[src/rtl/mmul_reg_unload_if.sv]
// Handshake bundle between the Montgomery datapath result path and the bus side:
// serial capture inputs, word unload handshake and status.
interface mmul_reg_unload_if #(
    parameter int WORD = 16
);
    logic            start;
    logic            bit_in;
    logic            bit_vld;
    logic [WORD-1:0] word_out;
    logic            word_vld;
    logic            word_rdy;
    logic            busy;
    logic            done;

    // Environment side: drives capture inputs and downstream ready.
    modport master (
        output start, bit_in, bit_vld, word_rdy,
        input  word_out, word_vld, busy, done
    );

    // Unloader side.
    modport slave (
        input  start, bit_in, bit_vld, word_rdy,
        output word_out, word_vld, busy, done
    );
endinterface

[src/rtl/mmul_reg_unload.sv]
// Result deserializer/unloader: collects a WIDTH-bit result MSB-first one bit
// per cycle, then drains it as NWORD words of WORD bits, least-significant word
// first, over a valid/ready handshake. done pulses the cycle after the last word.
module mmul_reg_unload #(
    parameter int WIDTH = 256,
    parameter int WORD  = 16,
    parameter int NWORD = 16
) (
    input logic              clk,
    input logic              rst,
    mmul_reg_unload_if.slave bus
);
    localparam int BCW = $clog2(WIDTH);
    localparam int WCW = $clog2(NWORD);

    typedef enum logic [1:0] {
        IDLE    = 2'd0,
        COLLECT = 2'd1,
        DRAIN   = 2'd2
    } state_t;

    state_t             state;
    state_t             state_nx;
    logic [WIDTH-1:0]   sr;
    logic [BCW-1:0]     bit_cnt;
    logic [WCW-1:0]     word_cnt;
    logic               done_r;

    logic               clear;
    logic               capture;
    logic               last_bit;
    logic               unload;
    logic               finish;

    // Next-state and datapath strobes; all stray inputs are simply not decoded
    // in states where they must be ignored.
    always_comb begin
        state_nx = state;
        clear    = 1'b0;
        capture  = 1'b0;
        last_bit = 1'b0;
        unload   = 1'b0;
        finish   = 1'b0;
        case (state)
            IDLE: begin
                if (bus.start) begin
                    state_nx = COLLECT;
                    clear    = 1'b1;
                end
            end
            COLLECT: begin
                if (bus.bit_vld) begin
                    capture = 1'b1;
                    if (bit_cnt == BCW'(WIDTH - 1)) begin
                        last_bit = 1'b1;
                        state_nx = DRAIN;
                    end
                end
            end
            DRAIN: begin
                if (bus.word_rdy) begin
                    unload = 1'b1;
                    if (word_cnt == WCW'(NWORD - 1)) begin
                        state_nx = IDLE;
                        finish   = 1'b1;
                    end
                end
            end
            default: state_nx = IDLE;
        endcase
    end

    // State register and the one-cycle done pulse following the final handshake.
    always_ff @(posedge clk) begin
        if (rst) begin
            state  <= IDLE;
            done_r <= 1'b0;
        end else begin
            state  <= state_nx;
            done_r <= finish;
        end
    end

    // Shift register and counters: shift left on capture, shift right by a word on unload.
    always_ff @(posedge clk) begin
        if (rst) begin
            sr       <= '0;
            bit_cnt  <= '0;
            word_cnt <= '0;
        end else if (clear) begin
            sr      <= '0;
            bit_cnt <= '0;
        end else if (capture) begin
            sr      <= {sr[WIDTH-2:0], bus.bit_in};
            bit_cnt <= bit_cnt + BCW'(1);
            if (last_bit) begin
                word_cnt <= '0;
            end
        end else if (unload) begin
            sr       <= sr >> WORD;
            word_cnt <= word_cnt + WCW'(1);
        end
    end

    assign bus.word_vld = (state == DRAIN);
    assign bus.word_out = (state == DRAIN) ? sr[WORD-1:0] : '0;
    assign bus.busy     = (state != IDLE);
    assign bus.done     = done_r;
endmodule

[src/flat_wrapper.sv]
// flat-port wrapper written by rule: the top's interface ports become plain ports
module mmul_reg_unload_flat 
#(
    parameter int WIDTH = 256,
    parameter int WORD  = 16,
    parameter int NWORD = 16
)
  (clk, rst, bus_start, bus_bit_in, bus_bit_vld, bus_word_rdy, bus_word_out, bus_word_vld, bus_busy, bus_done);
  mmul_reg_unload_if #(.WORD(WORD)) bus_i ();
  input logic clk;
  input logic rst;
  input wire logic [$bits(bus_i.start)-1:0] bus_start;
  input wire logic [$bits(bus_i.bit_in)-1:0] bus_bit_in;
  input wire logic [$bits(bus_i.bit_vld)-1:0] bus_bit_vld;
  input wire logic [$bits(bus_i.word_rdy)-1:0] bus_word_rdy;
  output wire logic [$bits(bus_i.word_out)-1:0] bus_word_out;
  output wire logic [$bits(bus_i.word_vld)-1:0] bus_word_vld;
  output wire logic [$bits(bus_i.busy)-1:0] bus_busy;
  output wire logic [$bits(bus_i.done)-1:0] bus_done;
  assign bus_i.start = bus_start;
  assign bus_i.bit_in = bus_bit_in;
  assign bus_i.bit_vld = bus_bit_vld;
  assign bus_i.word_rdy = bus_word_rdy;
  assign bus_word_out = bus_i.word_out;
  assign bus_word_vld = bus_i.word_vld;
  assign bus_busy = bus_i.busy;
  assign bus_done = bus_i.done;
  mmul_reg_unload #(.WIDTH(WIDTH), .WORD(WORD), .NWORD(NWORD)) u_core (.clk(clk), .rst(rst), .bus(bus_i));
endmodule
[config.mk]
export PLATFORM = sky130hd
export DESIGN_NAME = mmul_reg_unload_flat
export DESIGN_NICKNAME = d
export VERILOG_FILES = /design/src/rtl/mmul_reg_unload_if.sv /design/src/rtl/mmul_reg_unload.sv /design/src/flat_wrapper.sv
export SDC_FILE = /design/constraint.sdc
export NUM_CORES = 1
export LEC_CHECK = 0
export CORE_UTILIZATION = 50
export CTS_BUF_LIST = sky130_fd_sc_hd__clkbuf_4 sky130_fd_sc_hd__clkbuf_8
export CTS_CLUSTER_DIAMETER = 40
export DETAILED_ROUTE_END_ITERATION = 6
export GPL_TIMING_DRIVEN = 0
export PLACE_DENSITY = 0.72
export REMOVE_ABC_BUFFERS = 1
export SLEW_MARGIN = 20
export SYNTH_ARGS = -nofsm -noshare
export SYNTH_HDL_FRONTEND = slang
export SYNTH_SLANG_ARGS = --single-unit
export TNS_END_PERCENT = 50
[constraint.sdc]
create_clock -name clk -period 1.7 [get_ports clk]
set_input_delay 0.425 -clock clk [delete_from_list [all_inputs] [get_ports clk]]
set_output_delay 0.425 -clock clk [all_outputs]
set_load 0.02 [all_outputs]
# Yosys cells after proc, flatten, opt, wreduce, memory -nomap -nowiden
# Cells that the tools add are included.
[totals] wordCells=49 output_inout_bits=19 in_bits=6 register_bits=271
[op_classes] muxes=22 n_reduce_logical=7 add_sub_neg=2 bitwise_logic=3 n_eq_ne=10
[op_table] operator="$mux 256" count=2
[op_table] operator="$mux 16" count=1
[op_table] operator="$mux 4" count=3
[op_table] operator="$mux 1" count=10
[op_table] operator="$mux 2" count=5
[op_table] operator="$add 8x1->8 const B" count=1
[op_table] operator="$eq 8x8->1 const B" count=1
[op_table] operator="$ne 2x2->1 const B" count=4
[op_table] operator="$pmux 2 s3" count=1
[op_table] operator="$reduce_and 5->1" count=1
[op_table] operator="$add 4x1->4 const B" count=1
[op_table] operator="$eq 4x4->1 const B" count=1
[op_table] operator="$ne 2x1->1 const B" count=2
[op_table] operator="$reduce_bool 2->1" count=2
[op_table] operator="$not 1->1" count=3
[op_table] operator="$reduce_and 3->1" count=1
[op_table] operator="$reduce_or 3->1" count=1
[op_table] operator="$eq 2x1->1 const B" count=1
[op_table] operator="$eq 2x2->1 const B" count=1
[op_table] operator="$logic_not 2->1" count=1
[op_table] operator="$reduce_or 2->1" count=1

# Longest topological paths before layout
[logic_depth] depth_word=6 depth_mapped=7 ltp_nobuf=4

# Worst setup path after synthesis
# No wires, ideal clock.
[synth_path] path_type="reg2out" startpoint="reg u_core.state[0]" endpoint="out bus_word_out[10]" stages_incl_launch_ff=6 n_path_buf=2 t_arrival_ns=1.442 required_ns=1.275 slack_ns=-0.167 cell_sequence="dfxtp_1 > clkbuf_1 > nand2b_1 > inv_1 > clkbuf_1 > and2_1"
[synth_between] elab_chain_cells=2
[synth_rtl] element="start, declared" line="mmul_reg_unload.sv:22" text="state_t state;"
[synth_rtl] element="start signal, assigned" line="mmul_reg_unload.sv:79" text="state <= state_nx;"
[synth_rtl] element="$eq 2x2->1"
[synth_rtl] element="net bus_word_vld" line="flat_wrapper.sv:17" text="output wire logic [$bits(bus_i.word_vld)-1:0] bus_word_vld;"
[synth_rtl] element="$mux 16" line="mmul_reg_unload.sv:106" text="assign bus.word_out = (state == DRAIN) ? sr[WORD-1:0] : '0;"
[synth_rtl] element="end, declared" line="flat_wrapper.sv:16" text="output wire logic [$bits(bus_i.word_out)-1:0] bus_word_out;"
# The timed path passes the listed nets, and every way through them passes these cells.

# Worst setup path in the final report
[layout_path] startpoint="reg u_core.state[0]" endpoint="reg u_core.sr[14]"
[layout_between] elab_chain_cells=3 elab_cells_between_ends=9 classes_between="eq/ne: 2; mux: 4; reduce/logical: 3"
[layout_rtl] element="$eq 2x1->1 (tied with other cells)" line="mmul_reg_unload.sv:44" text="case (state)"
[layout_rtl] element="$mux 1" line="mmul_reg_unload.sv:44"
[layout_rtl] element="$mux 256 (tied with other cells)" line="mmul_reg_unload.sv:93" text="end else if (capture) begin"
[layout_rtl] element="end signal, assigned" line="mmul_reg_unload.sv:94" text="sr <= {sr[WIDTH-2:0], bus.bit_in};"
[layout_rtl] element="end signal, assigned" line="mmul_reg_unload.sv:100" text="sr <= sr >> WORD;"
[layout_rtl] element="end, declared" line="mmul_reg_unload.sv:24" text="logic [WIDTH-1:0] sr;"
# Parallel ways exist; a longest one is shown, timed or not.
# A chain may end at the register's enable or synchronous reset.

==> out/results.txt <==
CTS buffer count -> 46
Final period util -> 189.1%
Via density -> 7.659
Post-DRT Antenna Nets -> 0
antenna violations before repair -> 14
largest net degree at the start of global routing -> 68
critical setup path kind -> flip-flop to flip-flop
area taken by flip-flops and latches -> 5433 µm²
setup slack, reg-to-reg -> -1510 ps
Inst Count DP -> 1744
IO Pins -> 25
crit-path max FO -> 19
final core occ -> 78.97%
Pre-antenna DRT Iters -> 7
final setup fails -> 288
crit path capture type -> flip-flop
clock sinks -> 271
P&R area growth vs syn -> 53.79%
cell count of the worst reg-to-reg path -> 10
final wirelength -> 69.04 mm
core area -> 23680 µm²
Post-Layout Cell Count -> 2029
Clock Latency Late Sink -> 720 ps
Row Count -> 56
critical path cell sequence -> buf_12, buf_12, buf_6, buf_6, nand3b_1, buf_6, buf_12, buf_12, nand2_1, a311oi_1
RSZ-0062 raised after global routing -> yes
sequential area share after synthesis -> 44.61%
global-route wire length before repair -> 73.07 mm
Synth Instances -> 1536
Die W -> 158.0 µm
FMAX -> 0.3112 GHz
status -> finished, violations left
ys async rst share -> 0%
Root Driver -> clkbuf_8
Max-Cap Viols -> 1
class of the worst hold path -> input pin to flip-flop
YS warnings -> 0
critical path's top delay family -> compound AO/OA/AOI/OAI gates
Slew headroom -> -11.04%
hold buffer count at cts -> 0
Leak -> 5.998 nW
overall global routing resource usage -> 37.79%
# DRC -> 162
CP Data Required Time -> 2090 ps
Startpoint Class -> flip-flop
WP data arrival -> 3600 ps
Layout Nets -> 1670
peak supply drop -> 908.5 µV
First DRT Iteration DRCs -> 3515
crit path from -> u_core.state[0]
library cells used by synthesis -> 39
Routed WL per cell -> 34.03 µm
r2r endpoint -> u_core.sr[14]
Final Skew -> 146.1 ps
global route overflow -> 0
Crit path depth -> 10
minimum clock period after layout -> 3214 ps
Buf+Inv Stages, Crit Path -> 7
Initial Util -> 51.35%
CTS tree -> done
cell mode on critical path -> buf_12
vias in the first global route -> 13328
Max clock buf depth -> 3
failing checks -> DRC, capacitance limit, slew limit, setup timing
Worst setup endpoint -> u_core.sr[14]
Port Buf Inserts -> 24
pins over their slew limit -> 2
Clk pin slew, worst setup/hold paths -> 90 ps
Synth Flop Type -> dfxtp_1
Post-synth EDFFs -> 0
CP max stage delay -> 1340 ps
Netlist Area Pre-Place -> 12160 µm²
Overall Power -> 16.88 mW
setup slack after layout -> -1514 ps
worst r2r src -> u_core.state[0]
Pwr Density -> 902.5 nW/µm²
area of the die -> 24950 µm²
Synth Register Bits -> 271
CTS H-Tree Depth -> 2
Final Hold Vio Count -> 0
Crit-path slowest cell -> a311oi_1
fill cell count -> 1221
Die Span Y -> 158.0 µm
routability congestion estimate -> 0.6834
vias -> 15540
Avg Inst Size Synth -> 7.917 µm²
Worst-Margin Slew -> 1654 ps
layout cells sized above 1 -> 36.34%
post-DP HPWL -> 15.76 mm
multi-input logic area -> 7585 µm²
## cells in the mapped netlist (4+ instances only)
cell      number  area share [%]
a211oi_1      19             1.2
a21oi_1       22            0.91
a311oi_1     221              16
and2_1        17            0.87
buf_2        112             4.6
buf_4         16            0.99
clkbuf_1      39             1.2
dfxtp_1      271              45
inv_1          4            0.12
nand2_1      483              15
nand3_1       21            0.86
nor3_1       244              10
o21ai_0       22            0.91
## routing by layer
layer  track usage (%)  vias to the layer above  share of wire (%)
met5                 0                        -                1.2
met4             30.49                       30                 12
met3             11.00                      774                 17
met2             63.71                     1659                 40
met1             39.26                     7182                 30
li1                  -                     5895                  -
## worst min-delay path by stage
stage / startpoint / to / slack [ps] / cells past startpoint
3_3_place_gp: u_core.sr[255] / u_core.sr[255] / 450 / 2
5_1_grt: bus_start / u_core.state[0] / 370 / 3
2_1_floorplan: u_core.sr[255] / u_core.sr[255] / 440 / 2
6_report: bus_start / u_core.state[0] / 330 / 3
3_5_place_dp: u_core.sr[249] / u_core.sr[250] / 460 / 2
4_1_cts: bus_bit_in / u_core.sr[0] / 420 / 3
## layout make-up
type                            instances  area share (%)
Inverter                                4          0.1204
Timing Repair Buffer                  239           22.35
Sequential cell                       271           29.05
Clock inverter                          5          0.4014
Multi-Input combinational cell       1098           40.56
Timing Repair inverter                  2         0.08028
Antenna cell                           12          0.1606
Tap cell                              319           2.134
Clock buffer                           79           5.145
## timing repair
| action | in CTS | in global routing |
|---|---|---|
| gates resized for setup | 307 | 303 |
| setup buffers | 82 | 48 |
| gates cloned | 62 | 21 |
| pin swaps | 71 | 137 |
| setup endpoints to repair | 283 | 283 |
## cells in the final DEF (no fill, tap or decap), types with 19 or more instances in the layout
| cell | synthesis | final |
|---|---|---|
| a311oi_1 | 221 | 58 |
| clkbuf_16 | 0 | 19 |
| buf_6 | 3 | 40 |
| buf_12 | 0 | 55 |
| nand2_4 | 0 | 28 |
| clkbuf_8 | 0 | 59 |
| a311oi_2 | 0 | 157 |
| nand2_2 | 0 | 49 |
| buf_16 | 0 | 44 |
| dfxtp_1 | 271 | 269 |
| clkbuf_4 | 0 | 20 |
| nand2_1 | 483 | 407 |
| nor3_1 | 244 | 234 |
| buf_4 | 16 | 48 |
## report_power, final
| group | internal [mW] | switching (mW) |
|---|---|---|
| combinational | 1.26 | 1.67 |
| sequential | 6.58 | 0.275 |
| clock | 3.84 | 3.25 |
## state kept, by name (all words and copies together), names as in the netlist
signal,flops
u_core.word_cnt,4
u_core.bus.done,1
u_core.sr,256
u_core.bit_cnt,8
u_core.state,2
## worst reg2reg max path, stage by stage (launching register included)
cell      delay [ps]
dfxtp_4          360
buf_12           120
buf_12           120
buf_6            110
buf_6            110
nand3b_1         140
buf_6            180
buf_12           150
buf_12           160
nand2_1           90
a311oi_1        1340
## cell families after synthesis
group / share of synthesized area, %
and+or+nand+nor: 28.25
AOI/OAI and AO/OA: 19.38
DFF: 44.61
buffers and inverters: 7.233
xor gates and xnor gates: 0.1441
muxes: 0.1646
adders and majority gates: 0.2057
## per-stage QoR
step,setup WS (ps),area (µm²),TNS (ps),hold WS (ps)
finish,-1514,18700,-140480,330.5
global route,-1392,18700,-151570,366.6
CTS,-398.5,16990,-57500,416.9
detailed placement,-1593,12600,-349090,464.1
global placement,-19020,11940,-4710290,453.8
floorplan,-10500,11300,-2659240,444.8
No activity file was read; power rests on OpenSTA's default activity.
